[src/rtl/board_store_if.sv]
// Bus bundle between the user state machine / VGA side and board_store:
// the square-update stream, the read port and the board/capture status.
interface board_store_if;
    logic [10:0]  changePiece;
    logic [2:0]   currentState;
    logic [5:0]   readAddr;
    logic [3:0]   readData;
    logic [255:0] entireBoard;
    logic         captureValid;
    logic [3:0]   capturedPiece;
    logic [3:0]   whiteCaptures;
    logic [3:0]   blackCaptures;
    logic         gameOver;
    logic         winner;

    modport master (
        output changePiece, currentState, readAddr,
        input  readData, entireBoard, captureValid, capturedPiece,
        input  whiteCaptures, blackCaptures, gameOver, winner
    );

    modport slave (
        input  changePiece, currentState, readAddr,
        output readData, entireBoard, captureValid, capturedPiece,
        output whiteCaptures, blackCaptures, gameOver, winner
    );
endinterface

[src/rtl/board_store.sv]
// 64-square chess board store: applies single-square change words, tracks
// captures and king captures, and exposes the board plus a registered read port.
module board_store (
    input  logic        clk,
    input  logic        reset,
    board_store_if.slave bus
);

    function automatic logic [3:0] init_piece(input logic [5:0] sq);
        logic [2:0] back;
        case (sq[5:3])
            3'd0:    back = 3'd5;
            3'd1:    back = 3'd4;
            3'd2:    back = 3'd3;
            3'd3:    back = 3'd2;
            3'd4:    back = 3'd1;
            3'd5:    back = 3'd3;
            3'd6:    back = 3'd4;
            3'd7:    back = 3'd5;
            default: back = 3'd0;
        endcase
        case (sq[2:0])
            3'd0:    init_piece = {1'b1, back};
            3'd1:    init_piece = 4'b1110;
            3'd6:    init_piece = 4'b0110;
            3'd7:    init_piece = {1'b0, back};
            default: init_piece = 4'b0000;
        endcase
    endfunction

    function automatic logic [255:0] initial_layout();
        logic [255:0] b;
        b = 256'd0;
        for (int a = 0; a < 64; a++) begin
            b[4*a +: 4] = init_piece(6'(a));
        end
        return b;
    endfunction

    function automatic logic [3:0] sat_inc(input logic [3:0] v);
        return (v == 4'd15) ? 4'd15 : v + 4'd1;
    endfunction

    logic [255:0] board_r;
    logic [3:0]   read_data_r;
    logic         capture_valid_r;
    logic [3:0]   captured_piece_r;
    logic [3:0]   white_captures_r;
    logic [3:0]   black_captures_r;
    logic         game_over_r;
    logic         winner_r;

    logic [5:0]   write_addr_s;
    logic [3:0]   new_piece_s;
    logic [3:0]   old_piece_s;
    logic         start_s;
    logic         accept_s;
    logic         capture_s;

    assign write_addr_s = bus.changePiece[5:0];
    assign new_piece_s  = bus.changePiece[9:6];
    assign old_piece_s  = board_r[{write_addr_s, 2'b00} +: 4];
    assign start_s      = (bus.currentState == 3'b000);

    // Write acceptance and capture detection against the stored square content
    always_comb begin
        accept_s  = 1'b0;
        capture_s = 1'b0;
        if (bus.changePiece[10] && !start_s && !game_over_r) begin
            accept_s  = 1'b1;
            capture_s = (old_piece_s[2:0] != 3'd0) && (new_piece_s[2:0] != 3'd0)
                        && (old_piece_s[3] != new_piece_s[3]);
        end else begin
            accept_s  = 1'b0;
            capture_s = 1'b0;
        end
    end

    // Board, read port and capture bookkeeping; start state reloads the layout
    always_ff @(posedge clk or negedge reset) begin
        if (!reset) begin
            board_r          <= initial_layout();
            read_data_r      <= 4'd0;
            capture_valid_r  <= 1'b0;
            captured_piece_r <= 4'd0;
            white_captures_r <= 4'd0;
            black_captures_r <= 4'd0;
            game_over_r      <= 1'b0;
            winner_r         <= 1'b0;
        end else begin
            read_data_r <= board_r[{bus.readAddr, 2'b00} +: 4];
            if (start_s) begin
                board_r          <= initial_layout();
                capture_valid_r  <= 1'b0;
                captured_piece_r <= 4'd0;
                white_captures_r <= 4'd0;
                black_captures_r <= 4'd0;
                game_over_r      <= 1'b0;
                winner_r         <= 1'b0;
            end else begin
                capture_valid_r <= capture_s;
                if (accept_s) begin
                    board_r[{write_addr_s, 2'b00} +: 4] <= new_piece_s;
                end
                if (capture_s) begin
                    captured_piece_r <= old_piece_s;
                    if (new_piece_s[3]) begin
                        black_captures_r <= sat_inc(black_captures_r);
                    end else begin
                        white_captures_r <= sat_inc(white_captures_r);
                    end
                    if (old_piece_s[2:0] == 3'd1) begin
                        game_over_r <= 1'b1;
                        winner_r    <= new_piece_s[3];
                    end
                end
            end
        end
    end

    assign bus.readData      = read_data_r;
    assign bus.entireBoard   = board_r;
    assign bus.captureValid  = capture_valid_r;
    assign bus.capturedPiece = captured_piece_r;
    assign bus.whiteCaptures = white_captures_r;
    assign bus.blackCaptures = black_captures_r;
    assign bus.gameOver      = game_over_r;
    assign bus.winner        = winner_r;

endmodule

[src/flat_wrapper.sv]
// flat-port wrapper written by rule: the top's interface ports become plain ports
module board_store_flat 
  (clk, reset, bus_changePiece, bus_currentState, bus_readAddr, bus_readData, bus_entireBoard, bus_captureValid, bus_capturedPiece, bus_whiteCaptures, bus_blackCaptures, bus_gameOver, bus_winner);
  board_store_if bus_i ();
  input  logic clk;
  input  logic reset;
  input wire logic [$bits(bus_i.changePiece)-1:0] bus_changePiece;
  input wire logic [$bits(bus_i.currentState)-1:0] bus_currentState;
  input wire logic [$bits(bus_i.readAddr)-1:0] bus_readAddr;
  output wire logic [$bits(bus_i.readData)-1:0] bus_readData;
  output wire logic [$bits(bus_i.entireBoard)-1:0] bus_entireBoard;
  output wire logic [$bits(bus_i.captureValid)-1:0] bus_captureValid;
  output wire logic [$bits(bus_i.capturedPiece)-1:0] bus_capturedPiece;
  output wire logic [$bits(bus_i.whiteCaptures)-1:0] bus_whiteCaptures;
  output wire logic [$bits(bus_i.blackCaptures)-1:0] bus_blackCaptures;
  output wire logic [$bits(bus_i.gameOver)-1:0] bus_gameOver;
  output wire logic [$bits(bus_i.winner)-1:0] bus_winner;
  assign bus_i.changePiece = bus_changePiece;
  assign bus_i.currentState = bus_currentState;
  assign bus_i.readAddr = bus_readAddr;
  assign bus_readData = bus_i.readData;
  assign bus_entireBoard = bus_i.entireBoard;
  assign bus_captureValid = bus_i.captureValid;
  assign bus_capturedPiece = bus_i.capturedPiece;
  assign bus_whiteCaptures = bus_i.whiteCaptures;
  assign bus_blackCaptures = bus_i.blackCaptures;
  assign bus_gameOver = bus_i.gameOver;
  assign bus_winner = bus_i.winner;
  board_store u_core (.clk(clk), .reset(reset), .bus(bus_i));
endmodule
[config.mk]
export PLATFORM = sky130hd
export DESIGN_NAME = board_store_flat
export DESIGN_NICKNAME = d
export VERILOG_FILES = /design/src/rtl/board_store_if.sv /design/src/rtl/board_store.sv /design/src/flat_wrapper.sv
export SDC_FILE = /design/constraint.sdc
export NUM_CORES = 1
export LEC_CHECK = 0
export CELL_PAD_IN_SITES_DETAIL_PLACEMENT = 0
export CELL_PAD_IN_SITES_GLOBAL_PLACEMENT = 2
export CORE_UTILIZATION = 38
export CTS_BUF_LIST = sky130_fd_sc_hd__clkbuf_4 sky130_fd_sc_hd__clkbuf_8
export DETAILED_ROUTE_END_ITERATION = 12
export PLACE_DENSITY = 0.86
export SYNTH_ARGS = -nofsm -noshare
export SYNTH_HDL_FRONTEND = slang
export SYNTH_SLANG_ARGS = --single-unit
[constraint.sdc]
create_clock -name clk -period 5 [get_ports clk]
set_input_delay 0.75 -clock clk [delete_from_list [all_inputs] [get_ports clk]]
set_output_delay 0.75 -clock clk [all_outputs]
set_load 0.01 [all_outputs]
==> results of run 1 <==
==> kinds of logic (layout without fill, tap and decap cells) <==
| logic type | count (synthesis) | count (layout) | share of synthesized area [%] |
|---|---|---|---|
| AOI/OAI and AO/OA | 297 | 297 | 12.50 |
| xor gates and xnor gates | 6 | 6 | 0.3745 |
| adders and majority gates | 6 | 6 | 0.4680 |
| muxes | 230 | 230 | 25.54 |
| buffers and inverters | 109 | 455 | 3.143 |
| and+or+nand+nor | 494 | 494 | 14.52 |
| DFF | 275 | 275 | 43.46 |
==> registers in the layout, indices dropped and copies added, names as in the netlist <==
name	count
u_core.bus.blackCaptures	4
u_core.bus.captureValid	1
u_core.bus.capturedPiece	4
u_core.bus.entireBoard	256
u_core.bus.gameOver	1
u_core.bus.readData	4
u_core.bus.whiteCaptures	4
u_core.bus.winner	1
==> cell usage in the layout, fill, tap and decap left out, drive strengths merged, types with 62 or more instances in the layout <==
master,instances
clkbuf,89
nor2,98
dfrtp,203
nand2,200
nand3,89
mux2i,77
mux4,140
buf,62
dfstp,72
o21ai,101
clkdlybuf4s50,291
==> power by group <==
| group | switching (mW) | internal, mW |
|---|---|---|
| clock network | 1.03 | 1.42 |
| logic | 0.635 | 0.425 |
| registers | 0.107 | 2.34 |
==> worst register-to-register path, delay by kind of cell (launching register included) <==
family,cells,cell delay (ns)
AOI/OAI and AO/OA,1,0.08
buffers and inverters,1,0.27
DFF,1,0.48
and+or+nand+nor,6,2.07
==> through the flow <==
step | cell area (um^2) | cells | util (%)
3_3_place_gp | 19690 | 2203 | 47.78
6_report | 20830 | 2295 | 50.55
4_1_cts | 20830 | 2295 | 50.55
2_1_floorplan | 16040 | 1417 | -
5_1_grt | 20830 | 2295 | 50.55
3_5_place_dp | 19690 | 2203 | 47.78
==> per-layer routing <==
metal  GRT usage, %  vias up
li1               -     6055
met1          49.29     7617
met2          55.75      977
met3          8.654      157
met4          12.69        0
met5              0        -
==> cell type report <==
cell class,count,area share (%)
Timing Repair Buffer,353,16.43
Clock buffer,89,5.281
Inverter,10,0.1802
Clock inverter,3,0.1923
Tap cell,532,3.196
Multi-Input combinational cell,1033,41.25
Sequential cell,275,33.48
==> how the worst min path moves through the flow <==
stage / startpoint / to / cells after the start / slack (ns)
6_report: reset / u_core.bus.entireBoard[50] / 1 / 0.13
5_1_grt: reset / u_core.bus.entireBoard[50] / 1 / 0.17
4_1_cts: reset / u_core.bus.entireBoard[50] / 1 / 0.16
3_5_place_dp: u_core.bus.capturedPiece[3] / u_core.bus.capturedPiece[3] / 1 / 0.50
3_3_place_gp: u_core.bus.capturedPiece[3] / u_core.bus.capturedPiece[3] / 1 / 0.50
2_1_floorplan: reset / u_core.bus.blackCaptures[0] / 0 / 0.45
==> flow_metrics.tcl, run 1 <==
set metrics [dict create \
    status "completed" \
    drt_iter0_markers 1786 \
    cts_setup_buffers 0 \
    grt_pass1_vias 14650 \
    gp_congestion 0.9793 \
    hold_ws_ns 0.1279 \
    clock_path_buffers 3 \
    cpPeakStageDelay_ns 0.62 \
    crit_cells 9 \
    rows 74 \
    die_h_um 207.5 \
    cts_max_level 2 \
    syn_to_final_growth_pct 29.83 \
    synth_edf_count 0 \
    start_util_pct 38.93 \
    core_area_um2 41200 \
    drv_slew 0 \
    slew_headroom_pct 37.30 \
    hold_path.class "in2async" \
    power_density_nw_per_um2 286.0 \
    start_kind "input pin" \
    end_kind "register" \
    drive_gt1_share_pct 23.48 \
    ys_types 75 \
    cts_resized 0 \
    cp_slowest_cell "a21oi_1" \
    p_total_mw 5.956 \
    yosys-top-cells-area "dfrtp_1, mux4_2, dfstp_2, mux2i_1, nand2_1" \
    fin_tns_setup_ns 0 \
    grt_max_degree 126 \
    first_pass_iters 6 \
    io_pins 297 \
    ir_drop_mv 0.1576 \
    rr_startpoint "u_core.bus.gameOver" \
    yosys_warnings 0 \
    dpl.hpwl_um 58190 \
    fp.dieW_um 207.5 \
    routed_wl_um 77170 \
    path_delay_family "buffers and inverters" \
    crit_end "u_core.bus.entireBoard[199]" \
    clk_latency_ns 0.65 \
    multi_input_area_um2 8591 \
    critPathBufInv 3 \
    r2r-end "u_core.bus.entireBoard[124]" \
    setup-violations-final 0 \
    cts-root-buf "clkbuf_8" \
    reg2reg_depth 8 \
    final_antenna_net_count 0 \
    cts_tree "done" \
    finalHoldViolations 0 \
    synthFlopType "dfrtp_1" \
    post-place-ws_ns 0.8777 \
    diodes 0 \
    rsz0062_at_grt "false" \
    routedWlPerCell_um 33.63 \
    path_clk_slew_ns 0.06 \
    finClkSkew_ns 0.02334 \
    startpoint "bus_changePiece[0]" \
    synth_seq_cells 275 \
    vias 14810 \
    synth_common_cells "dfrtp_1, nand2_1, mux4_2" \
    synth_most_common_cell "dfrtp_1" \
    period_minus_slack_ns 3.559 \
    worstPathMaxFanout 30 \
    synth_fp_nets 1445 \
    n_fill_cell 3676 \
    maxCapViolations 0 \
    avgSynthCellArea_um2 11.32 \
    worst_pin_slew_ns 0.9405 \
    worst_slack_ns 1.441 \
    netlist_instances 1417 \
    cts_buffers 51 \
    total_leakage_power_nw 8.189 \
    synth_async_sr_flop_share_pct 100.0 \
    nets 1752 \
    crit_required_ns 5.55 \
    worstSetupPathType "in2reg" \
    fmax_ghz 0.2810 \
    period_share_pct 71.18 \
    grtUsageTotal_pct 35.98 \
    via_per_inst 6.451 \
    yosysTopAreaCell "dfrtp_1" \
    route.detailed.drc 0 \
    r2r_slack_ns 2.03 \
    path_cells "buf_4 > inv_1 > ha_1 > nor3b_2 > xnor2_2 > buf_4 > nor2_1 > a21oi_1 > mux2_2" \
    regArea_um2 6972 \
    highest_layer "met4" \
    antenna_found_initial 0 \
    grt_overflow_total 0 \
    grt_pass1_wl_um 111400 \
    die-area_um2 43040 \
    port_buffers 296 \
    synth_area_um2 16040 \
    cts_hold_buf 0 \
    worstPathArrival_ns 4.11 \
    met1_length_um 30980 \
    synth_top_area_share_pct 31.67 \
    cts_sinks 275 \
    met3_length_um 7760 \
    path_common_cell "buf_4" \
    ys_seq_area_share_pct 43.46 \
    wl_met2_um 35790 \
]
(Power assumes the default switching activity.)
==> inputs of run 2 (changes only) <==
- CORE_UTILIZATION: 38 -> 36
- PLACE_DENSITY: 0.86 -> 0.82
- clock period: 5 -> 3.55 ns (I/O delays scaled with it)
==> run 2 against run 1 <==
  * Core utilization fell by 0.88 points
  * Wire length rose by 2.7%
  * Die area rose by 5.5%
  * Non-clock buffer count rose by 80
  * Sequential power rose by 40%
  * Critical path type unchanged
  * Critical endpoint is now u_core.bus.capturedPiece[2]
==> flow_metrics.tcl, run 2 (synthesis results as in run 1) <==
set metrics [dict create \
    worst_slack_ns 0.6536 \
    path_delay_family "multiplexers" \
    ir_drop_mv 0.2087 \
    p_total_mw 8.333 \
    core_area_um2 43550 \
    finalHoldViolations 0 \
    clock_power_share_pct 39.5 \
    status "completed" \
    switching_share_pct 30.45 \
    routed_wl_um 79270 \
    cts_tree "done" \
    r2r_slack_ns 0.82 \
    grt_overflow_total 0 \
    finClkSkew_ns 0.01951 \
    final_util_pct 49.66 \
    total_leakage_power_nw 8.616 \
    dpl.hpwl_um 60480 \
    clk_latency_ns 0.65 \
    worstPathMaxFanout 19 \
    drt_iter0_markers 1520 \
    grtUsageTotal_pct 35.28 \
    cts_sinks 275 \
    routedWlPerCell_um 32.65 \
    r2r-end "u_core.bus.capturedPiece[2]" \
    grt_pass1_wl_um 111500 \
    path_cells "buf_4 > buf_12 > mux4_2 > mux4_2 > o32ai_2 > o211ai_2 > o211ai_4 > mux2i_1" \
    fin_tns_setup_ns 0 \
    grt_max_degree 126 \
    multi_input_area_um2 8591 \
    intPower_mw 5.795 \
    gp_congestion 1.022 \
    period_share_pct 81.59 \
    rr_startpoint "u_core.bus.entireBoard[117]" \
    cts_max_level 2 \
    power_density_nw_per_um2 385.2 \
    start_util_pct 36.83 \
    design_area_um2 21630 \
    end_kind "register" \
    start_kind "input pin" \
    startpoint "bus_changePiece[0]" \
    cts_resized 0 \
    maxCapViolations 0 \
    drv_slew 0 \
    reg2reg_depth 7 \
    n_fill_cell 4127 \
    syn_to_final_growth_pct 34.83 \
    cts_buffers 49 \
    pwr-share-comb_pct 19.2 \
    first_pass_iters 5 \
    die_h_um 213.1 \
    worstSetupPathType "in2reg" \
    p_sw_mw 2.537 \
    die-area_um2 45410 \
    crit_end "u_core.bus.capturedPiece[2]" \
    hold_path.class "in2async" \
    final_antenna_net_count 0 \
    regArea_um2 6972 \
    crit_required_ns 4.11 \
    pwr-share-seq_pct 41.3 \
    antenna_found_initial 2 \
    largest_register_ffs 256 \
    post-place-ws_ns 0.06080 \
    cp_slowest_cell "mux4_2" \
    setup-violations-final 0 \
    final_cell_mix "clkdlybuf4s50_1, dfrtp_1, nand2_1, mux4_2, buf_4" \
    critPathBufInv 2 \
    path_clk_slew_ns 0.06 \
    worstPathArrival_ns 3.46 \
    crit_cells 8 \
    rsz0062_at_grt "false" \
    period_minus_slack_ns 2.896 \
    slew_headroom_pct 38.12 \
    via_per_inst 6.249 \
    worst_pin_slew_ns 0.9211 \
    drive_gt1_share_pct 26.67 \
    route.detailed.drc 0 \
    io_pins 297 \
    nets 1830 \
    vias 15170 \
    grt_pass1_vias 14670 \
    clock_path_buffers 3 \
    cts-root-buf "clkbuf_8" \
    cpPeakStageDelay_ns 0.58 \
    layout_commonest_cell "clkdlybuf4s50_1" \
    fmax_ghz 0.3453 \
    port_buffers 296 \
    fp.dieW_um 213.1 \
    path_common_cell "mux4_2" \
    place_area_um2 20550 \
    rows 76 \
]
-- run 2: cell count changes in the layout (fill, tap and decap cells not counted), sizes merged --
cell | previous run | this run
dlygate4sd3 | 0 | 1
buf | 62 | 141
clkinv | 2 | 7
clkbuf | 89 | 80
diode | 0 | 2
clkinvlp | 0 | 2
-- run 2: per-layer routing --
| layer | track usage [%] | up-vias | routed length (um) |
|---|---|---|---|
| li1 | - | 6235 | - |
| met1 | 48.96 | 7901 | 32890 |
| met2 | 54.99 | 922 | 36870 |
| met3 | 7.222 | 113 | 7192 |
| met4 | 11.73 | 2 | 2298 |
| met5 | 0 | - | 10 |
-- run 2: worst min path at each step --
stage                                      startpoint                           to  slack [ns]
after floorplan                                 reset  u_core.bus.blackCaptures[0]        0.24
final                                           reset  u_core.bus.whiteCaptures[1]        0.45
after CTS                                       reset  u_core.bus.whiteCaptures[1]        0.43
after global routing                            reset  u_core.bus.entireBoard[193]        0.48
after global placement    u_core.bus.capturedPiece[3]  u_core.bus.capturedPiece[3]        0.49
after detailed placement  u_core.bus.capturedPiece[3]  u_core.bus.capturedPiece[3]        0.50
-- run 2: what timing repair did --
item	CTS	global route
setup buffers	0	0
endpoints found under the hold margin	45	0
hold buffers	1	0
-- run 2: worst register-to-register path, cell delays in order, from the launching register on --
cell,delay [ns]
dfrtp_1,0.44
mux4_1,0.62
a22oi_1,0.24
a21oi_1,0.20
nor4_4,0.37
o211ai_2,0.32
o211ai_4,0.23
mux2i_1,0.23
-- run 2: layout make-up --
type / count / share of cell area [%]
clock buffers: 80 / 4.570
inverters: 10 / 0.1735
well taps: 585 / 3.384
multi-input cells: 1033 / 39.72
clock inverters: 10 / 0.3702
diodes: 2 / 0.02314
repair buffers: 433 / 19.53
flip-flops and latches: 275 / 32.23
-- run 2: power by group through the flow --
stage | Combinational, mW | Clock [mW] | Sequential, mW
6_report | 1.60 | 3.29 | 3.44
5_1_grt | 1.67 | 3.48 | 3.45
4_1_cts | 1.58 | 3.33 | 3.44
3_5_place_dp | 1.57 | 0 | 3.49
3_3_place_gp | 1.56 | 0 | 3.49
2_1_floorplan | 0.707 | 0 | 3.48
-- run 2: metrics by stage --
stage | cells | hold WS (ns)
2_1_floorplan | 1417 | 0.2369
3_3_place_gp | 2335 | 0.4943
6_report | 2428 | 0.4507
5_1_grt | 2426 | 0.4811
3_5_place_dp | 2335 | 0.4996
4_1_cts | 2426 | 0.4301
==> inputs of run 3 (changes only) <==
- clock period: 3.55 -> 2.9 ns (I/O delays scaled with it)
==> run 3 against run 2 <==
  * Sequential power up 22%
  * Die area unchanged
  * Clock power rose by 30%
  * Core utilization rose by 3.7 points
  * Clock skew up 0.019 ns
  * Critical path type is now reg2reg
  * Largest cell class unchanged
  * Largest power group is now clock
  * Highest routed layer unchanged
==> flow_metrics.tcl, run 3 (synthesis results as in run 1) <==
set metrics [dict create \
    n_fill_cell 3974 \
    drt_iter0_markers 1992 \
    r2r-end "u_core.bus.whiteCaptures[0]" \
    met1_length_um 32540 \
    via_per_inst 6.083 \
    path_cells "mux4_1 > a22oi_1 > a21oi_1 > buf_4 > nor4_4 > buf_4 > o211ai_2 > buf_4 > a31oi_1 > a211oi_2" \
    slew_headroom_pct 44.08 \
    post-place-ws_ns -0.3527 \
    first_pass_iters 6 \
    cts-root-buf "clkbuf_8" \
    multi_input_area_um2 8601 \
    final_cell_mix "buf_4, clkdlybuf4s50_1, dfrtp_1, nand2_1, mux4_2" \
    cp_slowest_cell "mux4_1" \
    ir_drop_mv 0.2822 \
    grt_overflow_total 0 \
    hold_path.class "in2async" \
    status "completed" \
    cts_buffers 51 \
    final_antenna_net_count 0 \
    fin_tns_setup_ns 0 \
    hold_ws_ns 0.4063 \
    highest_layer "met5" \
    period_minus_slack_ns 2.702 \
    rsz0062_at_grt "false" \
    fmax_ghz 0.3700 \
    vias 15970 \
    cts_resized 0 \
    drive_gt1_share_pct 33.92 \
    start_util_pct 36.83 \
    worstSetupPathType "reg2reg" \
    antenna_found_initial 5 \
    period_share_pct 93.19 \
    syn_to_final_growth_pct 44.94 \
    path_delay_family "compound AO/OA/AOI/OAI gates" \
    routedWlPerCell_um 30.77 \
    place_inst 2531 \
    clk_latency_ns 0.65 \
    finalHoldViolations 0 \
    worstPathMaxFanout 5 \
    dpl.hpwl_um 62740 \
    cts_hold_buf 1 \
    reg2reg_depth 10 \
    final_util_pct 53.39 \
    grtUsageTotal_pct 36.05 \
    die-area_um2 45410 \
    design_area_um2 23250 \
    rows 76 \
    clock_path_buffers 3 \
    gp_congestion 1.015 \
    port_buffers 296 \
    drv_slew 0 \
    cts_max_level 2 \
    nets 2028 \
    diodes 0 \
    cpPeakStageDelay_ns 0.57 \
    end_kind "register" \
    fp.dieW_um 213.1 \
    place_area_um2 22080 \
    die_h_um 213.1 \
    total_leakage_power_nw 9.653 \
    rr_startpoint "u_core.bus.entireBoard[29]" \
    wl_met2_um 37490 \
    start_kind "register" \
    worst_slack_ns 0.1976 \
    critPathBufInv 3 \
    met3_length_um 7901 \
    grt_pass1_vias 15690 \
    maxCapViolations 0 \
    setup-violations-final 0 \
    cts_setup_buffers 0 \
    route.detailed.drc 0 \
    worst_pin_slew_ns 0.8301 \
    path_clk_slew_ns 0.06 \
    finClkSkew_ns 0.03897 \
    cts_tree "done" \
    largest_register_ffs 256 \
    routed_wl_um 80770 \
    core_area_um2 43550 \
    path_common_cell "buf_4" \
    regArea_um2 6972 \
    crit_required_ns 3.38 \
    p_total_mw 10.63 \
    io_pins 297 \
    power_density_nw_per_um2 457.3 \
    cts_sinks 275 \
    stdcell_count 2625 \
    r2r_slack_ns 0.20 \
    grt_pass1_wl_um 115400 \
    grt_max_degree 126 \
    layout_commonest_cell "buf_4" \
    worstPathArrival_ns 3.18 \
]
-- run 3: power by group --
part	switching [mW]	leakage, nW	internal [mW]
logic	1.18	5.45	0.954
registers	0.178	3.58	4.03
clock network	1.80	0.618	2.49
-- run 3: layout make-up --
type | count | area share, %
clock buffers | 84 | 4.569
flip-flops and latches | 275 | 29.98
repair buffers | 629 | 24.71
clock inverters | 9 | 0.4359
inverters | 10 | 0.1614
multi-input cells | 1033 | 36.99
well taps | 585 | 3.148
-- run 3: layer usage --
metal,vias to the layer above,track usage [%]
met5,-,0
met4,6,12.80
met3,151,8.339
met2,1012,56.07
met1,8190,49.20
li1,6609,-
-- run 3: worst max-delay path by stage --
stage | from | endpoint | slack, ns | cells past startpoint
finish | u_core.bus.entireBoard[29] | u_core.bus.whiteCaptures[0] | 0.20 | 10
global route | u_core.bus.entireBoard[29] | u_core.bus.whiteCaptures[3] | 0.11 | 10
CTS | u_core.bus.entireBoard[29] | u_core.bus.whiteCaptures[3] | 0.23 | 10
detailed placement | bus_changePiece[0] | u_core.bus.whiteCaptures[0] | -0.35 | 9
global placement | bus_changePiece[0] | u_core.bus.whiteCaptures[3] | -0.33 | 9
floorplan | bus_changePiece[0] | u_core.bus.entireBoard[190] | -0.004 | 11
